--- src/rtl/hex_display_scanner_pkg.sv ---
// Shared constants and helpers for the multiplexed seven-segment scanner.
package hex_display_scanner_pkg;

  // Bits per displayed hex digit.
  localparam int unsigned DIGIT_W = 4;

  // Short scan slot used by simulation benches instead of the real-board divider.
  localparam int unsigned TICK_DIV_SIM = 4;

  // Widest digit-enable vector supported (NUM_DIGITS is limited to 2..8).
  localparam int unsigned MAX_DIGITS = 8;

  // Maps an active-high one-hot enable onto the board's anode polarity.
  function automatic logic [MAX_DIGITS-1:0] en_polarity(
    input logic [MAX_DIGITS-1:0] en_hot,
    input logic                  active_low
  );
    return active_low ? ~en_hot : en_hot;
  endfunction

endpackage

--- src/rtl/hex_display_scanner_tick_gen.sv ---
// Scan prescaler: free-running 0..TICK_DIV-1 counter with a slot-end tick.
module scan_tick_gen #(
  parameter int unsigned TICK_DIV = 50000
) (
  input  logic clk,
  input  logic reset,
  output logic tick
);

  localparam int unsigned CNT_W = (TICK_DIV > 2) ? $clog2(TICK_DIV) : 1;

  logic [CNT_W-1:0] count;

  assign tick = (count == CNT_W'(TICK_DIV - 1));

  // Prescaler counter, wraps to zero after the last cycle of each slot.
  always_ff @(posedge clk) begin
    if (reset || tick) begin
      count <= '0;
    end else begin
      count <= count + 1'b1;
    end
  end

endmodule

--- src/rtl/hex_display_scanner.sv ---
// Multiplexed hex display front end: scans a double-buffered value one digit
// per slot, driving the digit nibble and its anode enable, all registered.
module hex_display_scanner
  import hex_display_scanner_pkg::*;
#(
  parameter int unsigned NUM_DIGITS    = 4,
  parameter int unsigned TICK_DIV      = 50000,
  parameter bit          EN_ACTIVE_LOW = 1'b1
) (
  input  logic                          Clk,
  input  logic                          Reset,
  input  logic [DIGIT_W*NUM_DIGITS-1:0] Value,
  input  logic                          Load,
  input  logic                          Blank,
  input  logic                          LeadZeroBlank,
  output logic [DIGIT_W-1:0]            HexVal,
  output logic [NUM_DIGITS-1:0]         DigitEn,
  output logic                          FrameDone
);

  localparam int unsigned IDX_W = $clog2(NUM_DIGITS);
  localparam int unsigned VAL_W = DIGIT_W * NUM_DIGITS;

  logic                  tick;
  logic                  boundary;
  logic                  boundary_q;
  logic [IDX_W-1:0]      idx;
  logic [VAL_W-1:0]      active;
  logic [VAL_W-1:0]      pending;
  logic                  pending_flag;
  logic [NUM_DIGITS-1:0] suppress;
  logic [NUM_DIGITS-1:0] en_hot;
  logic [MAX_DIGITS-1:0] en_wide;
  logic [MAX_DIGITS-1:0] en_idle;

  scan_tick_gen #(
    .TICK_DIV(TICK_DIV)
  ) u_tick (
    .clk  (Clk),
    .reset(Reset),
    .tick (tick)
  );

  assign boundary = tick && (idx == IDX_W'(NUM_DIGITS - 1));

  // Digit index: advances once per slot, wrapping after the last digit.
  always_ff @(posedge Clk) begin
    if (Reset) begin
      idx <= '0;
    end else if (tick) begin
      idx <= boundary ? '0 : idx + 1'b1;
    end
  end

  // Double buffer: loads park in pending and commit only at a frame boundary;
  // a load landing on the boundary itself goes straight to the active buffer.
  always_ff @(posedge Clk) begin
    if (Reset) begin
      active       <= '0;
      pending      <= '0;
      pending_flag <= 1'b0;
    end else if (boundary) begin
      if (Load) begin
        active <= Value;
      end else if (pending_flag) begin
        active <= pending;
      end
      pending_flag <= 1'b0;
    end else if (Load) begin
      pending      <= Value;
      pending_flag <= 1'b1;
    end
  end

  // Digit suppression: a running all-zero check from the top digit down;
  // digit 0 is excluded so a zero value still shows "0".
  always_comb begin
    logic zero_run;
    suppress = '0;
    zero_run = 1'b1;
    for (int unsigned j = 0; j < NUM_DIGITS - 1; j++) begin
      zero_run = zero_run & (active[DIGIT_W*(NUM_DIGITS-1-j) +: DIGIT_W] == '0);
      suppress[NUM_DIGITS-1-j] = LeadZeroBlank & zero_run;
    end
    if (Blank) begin
      suppress = '1;
    end
    en_hot  = (NUM_DIGITS'(1) << idx) & ~suppress;
    en_wide = en_polarity(MAX_DIGITS'(en_hot), EN_ACTIVE_LOW);
    en_idle = en_polarity('0, EN_ACTIVE_LOW);
  end

  // Output registers; FrameDone is delayed twice so it lines up with the
  // first output cycle of digit 0 rather than with the boundary edge.
  always_ff @(posedge Clk) begin
    if (Reset) begin
      HexVal     <= '0;
      DigitEn    <= en_idle[NUM_DIGITS-1:0];
      boundary_q <= 1'b0;
      FrameDone  <= 1'b0;
    end else begin
      HexVal     <= active[DIGIT_W*idx +: DIGIT_W];
      DigitEn    <= en_wide[NUM_DIGITS-1:0];
      boundary_q <= boundary;
      FrameDone  <= boundary_q;
    end
  end

endmodule

--- config.mk ---
export PLATFORM = sky130hd
export DESIGN_NAME = hex_display_scanner
export DESIGN_NICKNAME = d
export VERILOG_FILES = /design/src/rtl/hex_display_scanner_pkg.sv /design/src/rtl/hex_display_scanner_tick_gen.sv /design/src/rtl/hex_display_scanner.sv
export SDC_FILE = /design/constraint.sdc
export NUM_CORES = 1
export LEC_CHECK = 0
export BUFFER_PORTS_ARGS = -buffer_cell sky130_fd_sc_hd__buf_4
export CAP_MARGIN = 15
export CORE_MARGIN = 4
export CORE_UTILIZATION = 30
export DETAILED_ROUTE_END_ITERATION = 10
export GPL_ROUTABILITY_DRIVEN = 0
export SYNTH_ARGS = -nofsm -noshare
export SYNTH_HDL_FRONTEND = slang
export SYNTH_SLANG_ARGS = --single-unit
--- constraint.sdc ---
create_clock -name Clk -period 3 [get_ports Clk]
set_input_delay 0.6 -clock Clk [delete_from_list [all_inputs] [get_ports Clk]]
set_output_delay 0.6 -clock Clk [all_outputs]
set_load 0.01 [all_outputs]
Yosys cells after proc, flatten, opt, wreduce, memory -nomap -nowiden
Cells that the tools add are included.
{"block": "totals", "register_bits": 61, "output_inout_bits": 9}
{"block": "classes", "bitwise_logic": 9, "n_shift": 2, "n_mux": 4, "eq_ne": 2, "addsub": 2, "n_reduce_logical": 9}
{"op": "16-bit two-way mux", "count": 2}
{"op": "16-bit by 1-bit adder with 16-bit output (second input constant)", "count": 1}
{"op": "16-bit == test (second input constant)", "count": 1}
{"op": "16-bit by 5-bit indexed part select with 4-bit output", "count": 1}
{"op": "4-bit zero test", "count": 3}
{"op": "4-bit NOT", "count": 2}
{"op": "1-bit AND", "count": 5}
{"op": "4-bit AND", "count": 1}
{"op": "4-bit two-way mux", "count": 1}
{"op": "2-bit AND reduction", "count": 2}
{"op": "1-bit by 2-bit left shift with 4-bit output (first input constant)", "count": 1}
{"op": "2-bit by 1-bit adder with 2-bit output (second input constant)", "count": 1}
{"op": "2-bit == test (second input constant)", "count": 1}
{"op": "2-bit two-way mux", "count": 1}
{"op": "2-bit nonzero test", "count": 1}
{"op": "2-bit OR reduction", "count": 1}
{"op": "1-bit logical AND", "count": 1}
{"op": "1-bit logical OR", "count": 1}
{"op": "1-bit NOT", "count": 1}

Depth between registers and ports, before layout
{"block": "depth", "depth_word": 8, "depth_mapped": 8, "depth_no_buf": 5}

Hierarchy
Synthesis repeated with hierarchy kept, for this count alone.
{"block": "unflattened", "hier_cells": 274, "hier_area_um2": 2617.5}
{"mod": "hex_display_scanner", "n_inst": 1, "cells_per_inst": 193, "area_per_inst_um2": 1906.8, "seq_area_each_um2": 900.9}
{"mod": "scan_tick_gen", "n_inst": 1, "cells_per_inst": 81, "area_per_inst_um2": 710.7, "seq_area_each_um2": 320.3}

Worst setup path before layout
No wires, ideal clock.
{"block": "synth_path", "path_kind": "in2reg", "from": "input port Load", "to": "register active[10]", "path_buffers": 4, "required_time_ns": 2.866, "setup_slack_ns": 0.909, "t_arrival_ns": 1.957, "path_stages": 8, "path_cell_list": "clkbuf_1 nor2_1 nor2b_1 clkbuf_1 and2_1 buf_2 buf_2 a211oi_1"}
{"block": "synth_between", "elab_chain_len": 2, "elab_cells_between_ends": 3}
{"element": "start, declared", "line": "hex_display_scanner.sv:13", "rtl": "input logic Load,"}
{"element": "2-bit nonzero test (no source line)"}
{"element": "2-bit AND reduction (no source line)"}
{"element": "end signal, assigned", "line": "hex_display_scanner.sv:64", "rtl": "active <= Value;"}
{"element": "end signal, assigned", "line": "hex_display_scanner.sv:66", "rtl": "active <= pending;"}
{"element": "end, declared", "line": "hex_display_scanner.sv:28", "rtl": "logic [VAL_W-1:0] active;"}
Several ways; a longest one is shown, not always the timed one.
A chain may end at the register's enable or synchronous reset.

Final worst setup path
{"block": "layout_path", "from": "register u_tick.count[10]", "to": "register active[4]"}
{"block": "layout_between", "elab_chain_len": 3}
{"element": "start, declared", "line": "hex_display_scanner_tick_gen.sv:12", "rtl": "logic [CNT_W-1:0] count;"}
{"element": "start signal, assigned", "line": "hex_display_scanner_tick_gen.sv:21", "rtl": "count <= count + 1'b1;"}
{"element": "16-bit == test", "line": "hex_display_scanner_tick_gen.sv:14", "rtl": "assign tick = (count == CNT_W'(TICK_DIV - 1));"}
{"element": "1-bit logical AND", "line": "hex_display_scanner.sv:44", "rtl": "assign boundary = tick && (idx == IDX_W'(NUM_DIGITS - 1));"}
{"element": "2-bit AND reduction (no source line)"}
Every way passes these cells.

==> flow_summary_export.csv <==
group,metric,value,unit
run_status,status,"completed",
finish,syn_to_final_growth,18.2,%
floorplanning,rows,33,
clock_network,clk_latency,0.34,ns
floorplanning,initial_core_util,31.2,%
power_and_ir_drop,p_clk_share,41.3,%
sta,timing.hold.ws,0.441,ns
clock_network,cts-root-buf,"clkbuf_8",
logic_synthesis,synth_most_common_cell,"dfxtp_1",
sta,fin_tns_setup,0,ns
power_and_ir_drop,ir_worst_vdd,0.312,mV
grt,grt_usage,11.3,%
power_and_ir_drop,p_leak,1.17,nW
power_and_ir_drop,pwr-share-seq,52.7,%
power_and_ir_drop,p_sw_share,22.3,%
logic_synthesis,yosys.area.top_type,"dfxtp_1",
placement,io_buffer_count,29,
flow_run,cap_violations,0,
power_and_ir_drop,internal_power,1.24,mW
logic_synthesis,synthSimpleGateAreaFrac,15.9,%
logic_synthesis,synth_common_cells,"dfxtp_1, nor2_1, mux2i_1, a211oi_1, a21oi_1",
sta,drv_slew,0,
setup_path,arrival,2.26,ns
clock_network,ctsResizeCount,0,
clock_network,cts_buffer_depth,2,
floorplanning,io_pins,30,
logic_synthesis,yosysWarnings,0,
setup_path,path_cells,"or4b_4, nor4_2, and2_1, a211oi_1",
setup_path,critPathMaxFanout,16,
clock_network,cts_tree,"yes",
logic_synthesis,synth.distinct_cells,27,
finish,stdcell_area,0.00307,sq mm
worst_hold_path,hold_path.class,"register to register",
setup_path,worstSetupPathType,"register to register",
logic_synthesis,muxShareOfSynthArea,16.6,%
clock_network,cts_hold_buf,0,
finish,finalNonFillerCells,393,
grt,grt_max_degree,44,
logic_synthesis,synth_xor_area_share,4.73,%
logic_synthesis,netlist_top_cells_area,"dfxtp_1, mux2i_1, nor2_1, a211oi_1, xnor2_1",
sta,setup_viol,0,
power_and_ir_drop,combPwrFrac,6.0,%
route,drc,0,
clock_network,cts_setup_buffers,0,
logic_synthesis,ys_seq_elements,61,
placement,dpl-instance-area,0.00289,sq mm
worst_hold_path,holdPathStages,1,
logic_synthesis,synth_edf_count,0,
finish,diodes,0,
logic_synthesis,syn_avg_cell_area,10.0,sq um
finish,num-fill-cells,833,
setup_path,cp-start-kind,"register",
floorplanning,die_w,101,um
sta,rsz0062_at_grt,"false",
logic_synthesis,syn-cell-area,0.00259,sq mm
grt,overflow,0,
route,wirelength,5320,um
sta,finalHoldViolations,0,
sta,fmax,484,MHz
clock_network,clkTransAtPathRegs,0.06,ns
logic_synthesis,mappedNetlistNets,285,
logic_synthesis,synth_top_area_share,47.1,%
route,ant_nets,0,
clock_network,htree_levels,3,
sta,maxSlewHeadroom,61.8,%
logic_synthesis,synth_compound_area_share,9.36,%
route,vias_per_cell,4.89,
route,dr_total_vias,1920,
setup_path,rr_worst_depth,4,
finish,drive_gt1_share,18.1,%
logic_synthesis,synthCells,259,
grt,grt_pass1_wl,8850,um
setup_path,cp.required,3.19,ns
sta,final.period_utilization,68.9,%
setup_path,cp_slowest_cell,"or4b_4",
floorplanning,die_area,0.0102,sq mm
finish,nNetsFinal,310,
sta,clock_skew,0.00910,ns
power_and_ir_drop,p_sw,356,uW
route,drtPass1Iterations,4,
placement,dp.cells,378,
power_and_ir_drop,p_per_area,520,mW/mm^2
logic_synthesis,synth_flop_cell,"dfxtp_1",
logic_synthesis,synthArstFlopShare,0,%
sta,tightest_slew,0.572,ns
logic_synthesis,synth_top_family_by_area,"multiplexers",
grt,antenna_found_initial,0,
placement,dp_hpwl,3680,um
grt,grt_pass1_vias,1873,
route,routedWlPerCell,13.5,um
clock_network,cts.sinks,61,
sta,min_period,2.07,ns
logic_synthesis,synth_fa_ha_area_share,2.41,%
route,drt_iter0_markers,77,
logic_synthesis,yosysSeqAreaShare,47.1,%
floorplanning,die_height,101,um
clock_network,cts_buffers,9,
setup_path,crit_path_max_incr_delay,0.57,ns
setup_path,worst_setup_path_end_kind,"register",
floorplanning,coreArea,0.00830,sq mm
==> cell type report <==
class | instances | area [sq um] | share of cell area (%)
multi-input cells | 175 | 1280 | 41.6
flip-flops and latches | 61 | 1220 | 39.8
repair buffers | 32 | 240 | 7.84
clock buffers | 14 | 173 | 5.63
well taps | 105 | 131 | 4.29
inverters | 5 | 18.8 | 0.612
clock inverters | 1 | 5.00 | 0.163
==> power groups by stage <==
| stage | Clock [mW] | Sequential, mW | Combinational (mW) |
|---|---|---|---|
| after floorplan | 0 | 0.855 | 0.0632 |
| after global placement | 0 | 0.856 | 0.0962 |
| after detailed placement | 0 | 0.857 | 0.0977 |
| after CTS | 0.683 | 0.839 | 0.0981 |
| after global routing | 0.719 | 0.841 | 0.107 |
| final | 0.658 | 0.839 | 0.0961 |
==> logic make-up (layout without fill, tap and decap cells) <==
family,after synthesis,after routing
compound gates,35,35
xor+xnor,14,14
fa+ha+maj,5,5
buf+inv,23,52
flops,61,61
mux,38,38
simple gates,83,83
==> critical path: cells and delay by family, from the launching register on <==
family / cells / cell delay [ns]
AND/OR/NAND/NOR: 3 / 1.41
flip-flops: 1 / 0.36
AO/OA/AOI/OAI: 1 / 0.15
==> path summary, 6_finish.rpt <==
path | start | to | slack (ns)
setup / recovery | u_tick.count[10] | active[4] | 0.93
hold reg to reg | boundary_q | FrameDone | 0.44
hold / removal | boundary_q | FrameDone | 0.44
setup reg to reg | u_tick.count[10] | active[4] | 0.93
==> stage by stage <==
stage | total power, mW | setup slack, ns | util (%)
after floorplan | 0.918 | 0.909 | -
after global placement | 0.952 | 0.965 | 34.8
after detailed placement | 0.955 | 0.927 | 34.8
after CTS | 1.62 | 0.912 | 36.9
after global routing | 1.67 | 0.740 | 36.9
final | 1.59 | 0.932 | 36.9
==> per-layer routing <==
metal	GRT usage (%)	vias up	part of all wire, %
met1	14.2	906	47
li1	-	969	-
met2	16.9	35	46
met4	4.60	0	1.5
met5	0	-	0
met3	4.91	10	5.5
==> sequential cells by signal, indices dropped and copies added (netlist names) <==
signal	flops
FrameDone	1
DigitEn	4
HexVal	4
u_tick.count	16
pending_flag	1
idx	2
active	16
pending	16
boundary_q	1
==> layout by cell type (no fill, tap or decap) <==
master,count
dfxtp_1,61
nor2_1,39
mux2i_1,34
buf_4,32
a211oi_1,17
a21oi_1,16
xnor2_1,12
clkbuf_8,12
nand3_1,9
nor4_1,7
nand2_1,6
nor2b_1,6
inv_1,5
ha_1,5
nand4_1,4
nor3_1,4
mux4_2,4
nand4bb_1,2
xor2_1,2
clkbuf_1,2
or4b_4,1
nor4_2,1
or2_1,1
and2_1,1
o41ai_4,1
and3b_1,1
or4_1,1
o211ai_1,1
clkinv_2,1
Note: power is estimated with default switching activity, not from simulation.
